File: config.mk
export PLATFORM = sky130hd
export DESIGN_NAME = lifelike_cell
export DESIGN_NICKNAME = d
export VERILOG_FILES = /design/src/rtl/lifelike_cell.sv
export SDC_FILE = /design/constraint.sdc
export NUM_CORES = 1
export LEC_CHECK = 0
export ABC_CLOCK_PERIOD_IN_PS = 10200
export CAP_MARGIN = 0
export CORE_UTILIZATION = 42
export CTS_BUF_LIST = sky130_fd_sc_hd__clkbuf_8 sky130_fd_sc_hd__clkbuf_16
export DETAILED_ROUTE_END_ITERATION = 8
export GPL_ROUTABILITY_DRIVEN = 0
export HOLD_SLACK_MARGIN = 0.15
export PLACE_DENSITY = 0.72
export SLEW_MARGIN = 20
export SYNTH_ARGS = -nofsm -noshare
export SYNTH_HDL_FRONTEND = slang
export SYNTH_SLANG_ARGS = --single-unit
File: constraint.sdc
create_clock -name clk -period 10.2 [get_ports clk]
set_clock_uncertainty 0.15 [all_clocks]
set_input_delay 2.04 -clock clk [delete_from_list [all_inputs] [get_ports clk]]
set_output_delay 2.04 -clock clk [all_outputs]
set_load 0.01 [all_outputs]
File: src/rtl/lifelike_cell.sv
// Registered Life-like (Bx/Sy) cell with programmable rule masks, saturating age and stable flag.
// Optional period-2 oscillation detector is enabled by defining LIFELIKE_CELL_OSC2_EN.
module lifelike_cell #(
    parameter int N_NEIGH = 8,
    parameter int AGE_W   = 4
) (
    input  logic               clk,
    input  logic               rst,
    input  logic               ena,
    input  logic               state_0,
    input  logic               rule_load,
    input  logic [N_NEIGH:0]   birth_mask,
    input  logic [N_NEIGH:0]   survive_mask,
    input  logic [N_NEIGH-1:0] neighbors,
    output logic               state_q,
    output logic               state_d,
    output logic [AGE_W-1:0]   age,
    output logic               stable,
    output logic               osc2
);

    localparam int CNT_W = $clog2(N_NEIGH + 1);

    // B3/S23; bits above N_NEIGH fall away when the masks are narrower.
    localparam logic [8:0] BIRTH_RST   = 9'b0_0000_1000;
    localparam logic [8:0] SURVIVE_RST = 9'b0_0000_1100;

    function automatic logic [CNT_W-1:0] popcount(input logic [N_NEIGH-1:0] v);
        logic [CNT_W-1:0] s;
        s = '0;
        for (int i = 0; i < N_NEIGH; i++) begin
            s = s + CNT_W'(v[i]);
        end
        return s;
    endfunction

    function automatic logic [AGE_W-1:0] age_sat_inc(input logic [AGE_W-1:0] a);
        return (&a) ? a : a + AGE_W'(1);
    endfunction

    logic               r_state;
    logic [AGE_W-1:0]   r_age;
    logic               r_stable;
    logic [N_NEIGH:0]   r_birth;
    logic [N_NEIGH:0]   r_survive;
    logic [CNT_W-1:0]   w_cnt;
    logic               w_next;

    assign w_cnt  = popcount(neighbors);
    assign w_next = r_state ? r_survive[w_cnt] : r_birth[w_cnt];

    // Generation register stage: state, age, stable and rule masks
    always_ff @(posedge clk) begin
        if (rst) begin
            r_state   <= state_0;
            r_age     <= '0;
            r_stable  <= 1'b0;
            r_birth   <= BIRTH_RST[N_NEIGH:0];
            r_survive <= SURVIVE_RST[N_NEIGH:0];
        end else begin
            if (rule_load) begin
                r_birth   <= birth_mask;
                r_survive <= survive_mask;
            end
            if (ena) begin
                r_state  <= w_next;
                r_stable <= (w_next == r_state);
                if (!w_next) begin
                    r_age <= '0;
                end else if (!r_state) begin
                    r_age <= AGE_W'(1);
                end else begin
                    r_age <= age_sat_inc(r_age);
                end
            end
        end
    end

`ifdef LIFELIKE_CELL_OSC2_EN
    logic r_prev1;
    logic r_prev2;
    logic r_hist_vld_p1;
    logic r_hist_vld_p2;
    logic r_osc2;

    // History stage: previous two states travel with their own valid bits
    always_ff @(posedge clk) begin
        if (rst) begin
            r_prev1       <= 1'b0;
            r_prev2       <= 1'b0;
            r_hist_vld_p1 <= 1'b0;
            r_hist_vld_p2 <= 1'b0;
            r_osc2        <= 1'b0;
        end else if (ena) begin
            r_prev2       <= r_prev1;
            r_prev1       <= r_state;
            r_hist_vld_p1 <= 1'b1;
            r_hist_vld_p2 <= r_hist_vld_p1;
            r_osc2        <= r_hist_vld_p2 && (w_next == r_prev1) && (w_next != r_state);
        end
    end

    assign osc2 = r_osc2;
`else
    assign osc2 = 1'b0;
`endif

    assign state_q = r_state;
    assign state_d = w_next;
    assign age     = r_age;
    assign stable  = r_stable;

endmodule

== Word-level counts from Yosys, hierarchy flattened ==
Cells that the tools add are included.
Word-level totals
  register bits: 24
  bits of input ports: 31
  output and inout bits: 8
  logic and storage cells: 29
Operators by class
  add/sub/neg operators: 8
  magnitude comparators: 1
  equality and inequality tests: 2
  multiplexer cells: 10
  reductions and logical operators: 3
Operators by type and width (number)
  4-bit by 1-bit adder with 4-bit output: 4
  4-bit two-way mux: 3
  1-bit binary-select mux with 4-bit select: 2
  4-bit by 5-bit < comparator with 1-bit output (second input constant): 1
  1-bit two-way mux: 5
  3-bit by 1-bit adder with 4-bit output: 1
  4-bit by 1-bit adder with 4-bit output (second input constant): 1
  4-bit AND reduction: 1
  2-bit by 1-bit adder with 3-bit output: 1
  3-bit inequality test (second input constant): 1
  1-bit by 1-bit adder with 2-bit output: 1
  2-bit AND reduction: 1
  2-bit nonzero test: 1
  1-bit equality test: 1

== Logic depth before layout (Yosys ltp) ==
  word-level depth: 12
  depth in mapped cells: 16
  depth with buffers taken out: 16

== Worst setup path before layout ==
Ideal clock, no wire load.
  path type: input -> output
  start point: input port neighbors[0]
  end point: output port state_d
  arrival time: 5.106 ns
  required time: 8.010 ns
  setup slack: 2.904 ns
  stages: 11
  path buffers: 0
  cell sequence: inv_1 -> fa_1 -> fa_1 -> fa_1 -> inv_1 -> ha_1 -> fa_1 -> mux4_2 -> mux2_4 -> nand2_2 -> a32oi_2
On the way
  cells in the longest elaborated chain, start to end: 10
  elaborated cells between the ends (all ways): 12
  those cells by class: add/sub (7); mux (5)
Ends and longest elaborated chain
  start: declaration: line 14  | input logic [N_NEIGH-1:0] neighbors,
  1-bit by 1-bit adder with 2-bit output (*): line 32  | s = s + CNT_W'(v[i]);
  2-bit by 1-bit adder with 3-bit output (*): line 32
  3-bit by 1-bit adder with 4-bit output (*): line 32
  4-bit by 1-bit adder with 4-bit output (*) (4 in series): line 32
  1-bit binary-select mux with 4-bit select: line 50  | assign w_next = r_state ? r_survive[w_cnt] : r_birth[w_cnt];
  1-bit two-way mux (not written as such): line 50
  1-bit two-way mux (*): line 50
  end: declaration: line 16  | output logic state_d,
Mark *: on every way between the ends. The rest lies on a longest branch, timed or not. The select of a mux whose other input is x is not followed.

== Worst setup path in the final report ==
Same ends and word-level chain as after synthesis.

==> summary.md <==
| Metric | Value |
|---|---|
| Netlist cell types | `37` |
| Worst Setup End Kind | `primary output` |
| Failing checks | `design-rule violations` |
| CTS Buffer Depth | `2` |
| Layout cell share with drive strength beyond 1 | `7.41%` |
| Die width | `between 50 and 60 um` |
| Peak supply drop | `just over 0.1 mV` |
| Critical-path cell list | `clkdlybuf4s50_1 -> inv_1 -> fa_1 -> fa_1 -> fa_1 -> inv_1 -> ha_1 -> fa_1 -> mux4_2 -> mux2_4 -> nand2_2 -> a32oi_2 -> clkdlybuf4s50_1` |
| Mapped Area | `roughly 0.0013 sq mm` |
| Final Instance Area | `around 0.0017 sq mm` |
| Synth top area share | `34.9%` |
| Port Buf Inserts | `37` |
| Synth Flop Type | `dfxtp_1` |
| Core Area | `around 0.0029 sq mm` |
| First-pass GRT wire length | `4.49 mm` |
| Max-cap violations | `0` |
| Postcts setup bufs | `0` |
| Final count of hold timing violations | `0` |
| Worst hold-check path type | `reg -> reg` |
| Worst EP arrival | `slightly above 6 ns` |
| DR vias/cell | `about 5.3` |
| Seq/Total Area, Yosys | `between 30% and 40%` |
| Final non-filler cell total | `193` |
| CTS resizes | `0` |
| Pwr Density | `161 mW/mm^2` |
| Setup violators final | `0` |
| DR pass1 iterations | `6` |
| Max-slew violations | `0` |
| GR Overflow Total | `0` |
| Via count | `roughly 1000` |
| Status | `finished with violations` |
| Htree depth | `1` |
| Kind of critical path | `in -> out` |
| Ys Warns | `0` |
| Async SR Flop Fraction | `0%` |
| Cells after Synth | `about 130` |
| Placed insts | `189` |
| TritonCTS clock tree | `yes` |
| Post-CTS Hold Buffers | `0` |
| Initial antenna violation count | `0` |
| Clk sinks | `24` |
| Remaining antenna violation count | `0` |
| RSZ-0062 raised after global routing | `false` |
| Max Fclk | `between 100 and 150 MHz` |
| Largest net degree at the start of global routing | `27` |
| Lkg Pwr | `roughly 0.00076 uW` |
| Reg clk slew, reported paths | `approximately 0.09 ns` |
| Required @ worst endpoint | `roughly 8 ns` |
| Post-synth EDFFs | `1` |
| Syn Nets | `168` |
| Area Overhead vs Synth | `31.5%` |
| Root buf cell | `clkbuf_8` |
| #FFs+latches synth | `24` |
| CP max stage cell | `fa_1` |
| Tightest Pin Transition | `1.05 ns` |
| Total wire length | `2.57 mm` |
| Avg WL per Cell | `between 10 and 15 um` |
| CP max stage delay | `between 0.6 and 0.7 ns` |
| CP max FO | `5` |
| DR DRC count | `2` |
| Fin crit period | `about 8.4 ns` |
| Setup tns final | `0 ns` |
| Initial DRC count | `26` |
| Top cell by count, worst path | `fa_1` |
| Starting Density | `between 40 and 50%` |
| Num rows | `19` |
| Number of global-route vias before repair | `between 1000 and 1500` |
| Hpwl dp | `2.05 mm` |
| Post-Syn Area per Cell | `between 10 and 15 sq um` |
| Total Routing Usage GR | `between 15 and 20%` |
| Antenna cells | `0` |
| CTS buffer count | `3` |
| Nets | `between 200 and 250` |
| Die area | `between 0.003 and 0.004 sq mm` |
| Dominant cells by area after synthesis | `dfxtp_1 35%, mux2i_1 11%, fa_1 6.1%` |
| Post-DP Area | `about 0.0017 sq mm` |
| Worst setup SP type | `input port` |
| Latest clock arrival within the worst-skew pair | `around 0.27 ns` |
| Most numerous cell in the Yosys netlist | `dfxtp_1` |
| Period utilization | `82.6%` |
| Worst rel slew slack | `between 30% and 40%` |
| Die height | `58.0 um` |
| Io pins | `39` |
| Largest area contributor in the netlist | `dfxtp_1` |
| Synth cell count leaders | `23 x dfxtp_1, 19 x nor2_1, 15 x mux2i_1` |
## power by group
part           leakage [uW]  switching (uW)  internal, uW
sequential         0.000200            6.67           103
clock             0.0000269            29.3          26.9
combinational      0.000536            47.9          66.0
total              0.000763            83.8           196
## worst max-delay path: cells and delay by family
| family | cells | cell delay (ns) |
|---|---|---|
| and+or+nand+nor | 1 | 0.07 |
| AOI/OAI and AO/OA | 1 | 0.13 |
| buffers and inverters | 4 | 1.07 |
| adders and majority gates | 5 | 2.29 |
| muxes | 2 | 0.63 |
## final timing paths
| check | cells after the start | end | from | slack (ns) |
|---|---|---|---|---|
| max | 13 | state_d | neighbors[0] | 1.78 |
| min | 2 | stable$_SDFFE_PP0P_ | stable$_SDFFE_PP0P_ | 0.35 |
| max reg2reg | 9 | age[0]$_SDFFE_PP0P_ | r_survive[7]$_SDFFE_PP0P_ | 7.86 |
| min reg2reg | 2 | stable$_SDFFE_PP0P_ | stable$_SDFFE_PP0P_ | 0.35 |
## state kept, by name, indices dropped and copies added (netlist names)
signal / cells
state_q: 1
r_survive: 9
age: 4
stable: 1
r_birth: 9
## metal layers
layer  share of wire (%)  GRT usage (%)  wire length [um]
met2                  48           28.7              1240
met5                   0              0                 0
met3                 6.7           4.46               172
met1                  43           22.0              1110
met4                 2.1           8.50                55
## metrics by stage
| stage | util, % | hold WS [ns] | total power, uW | setup slack [ns] |
|---|---|---|---|---|
| floorplan | - | 0.301 | 191 | 2.90 |
| CTS | 60.7 | 0.348 | 283 | 1.74 |
| global route | 60.7 | 0.376 | 300 | 1.57 |
| finish | 60.7 | 0.346 | 279 | 1.78 |
| global placement | 59.2 | 0.321 | 223 | 1.83 |
| detailed placement | 59.2 | 0.339 | 227 | 1.75 |
## cell type report
cell class                      count  area [sq um]
Inverter                           12          45.0
Clock inverter                      1          3.75
Fill cell                         253          1120
Tap cell                           31          38.8
Timing Repair Buffer               37           370
Clock buffer                        3          41.3
Sequential cell                    24           490
Multi-Input combinational cell     85           743
## kinds of logic after synthesis
kind of cell	share of synthesized area, %
adders and majority gates	10.8
buffers and inverters	6.36
and+or+nand+nor	12.7
AOI/OAI and AO/OA	9.59
muxes	21.7
xor gates and xnor gates	1.33
DFF	37.2
other	0.285
## layout by cell type (no fill, tap or decap), types with 2 or more instances in the layout
| cell | synthesis | routed |
|---|---|---|
| clkdlybuf4s50_1 | 0 | 37 |
| dfxtp_1 | 23 | 23 |
| nor2_1 | 19 | 19 |
| mux2i_1 | 15 | 15 |
| inv_1 | 12 | 13 |
| nand2_1 | 5 | 5 |
| ha_1 | 5 | 5 |
| nand3_1 | 4 | 4 |
| fa_1 | 4 | 4 |
| nor2b_1 | 3 | 3 |
| a211o_1 | 3 | 3 |
| a21oi_1 | 3 | 3 |
| clkbuf_8 | 0 | 3 |
| mux4_2 | 2 | 2 |
| nand4_1 | 2 | 2 |
| mux4_1 | 2 | 2 |
| mux2_2 | 2 | 2 |
(Power assumes the default switching activity.)
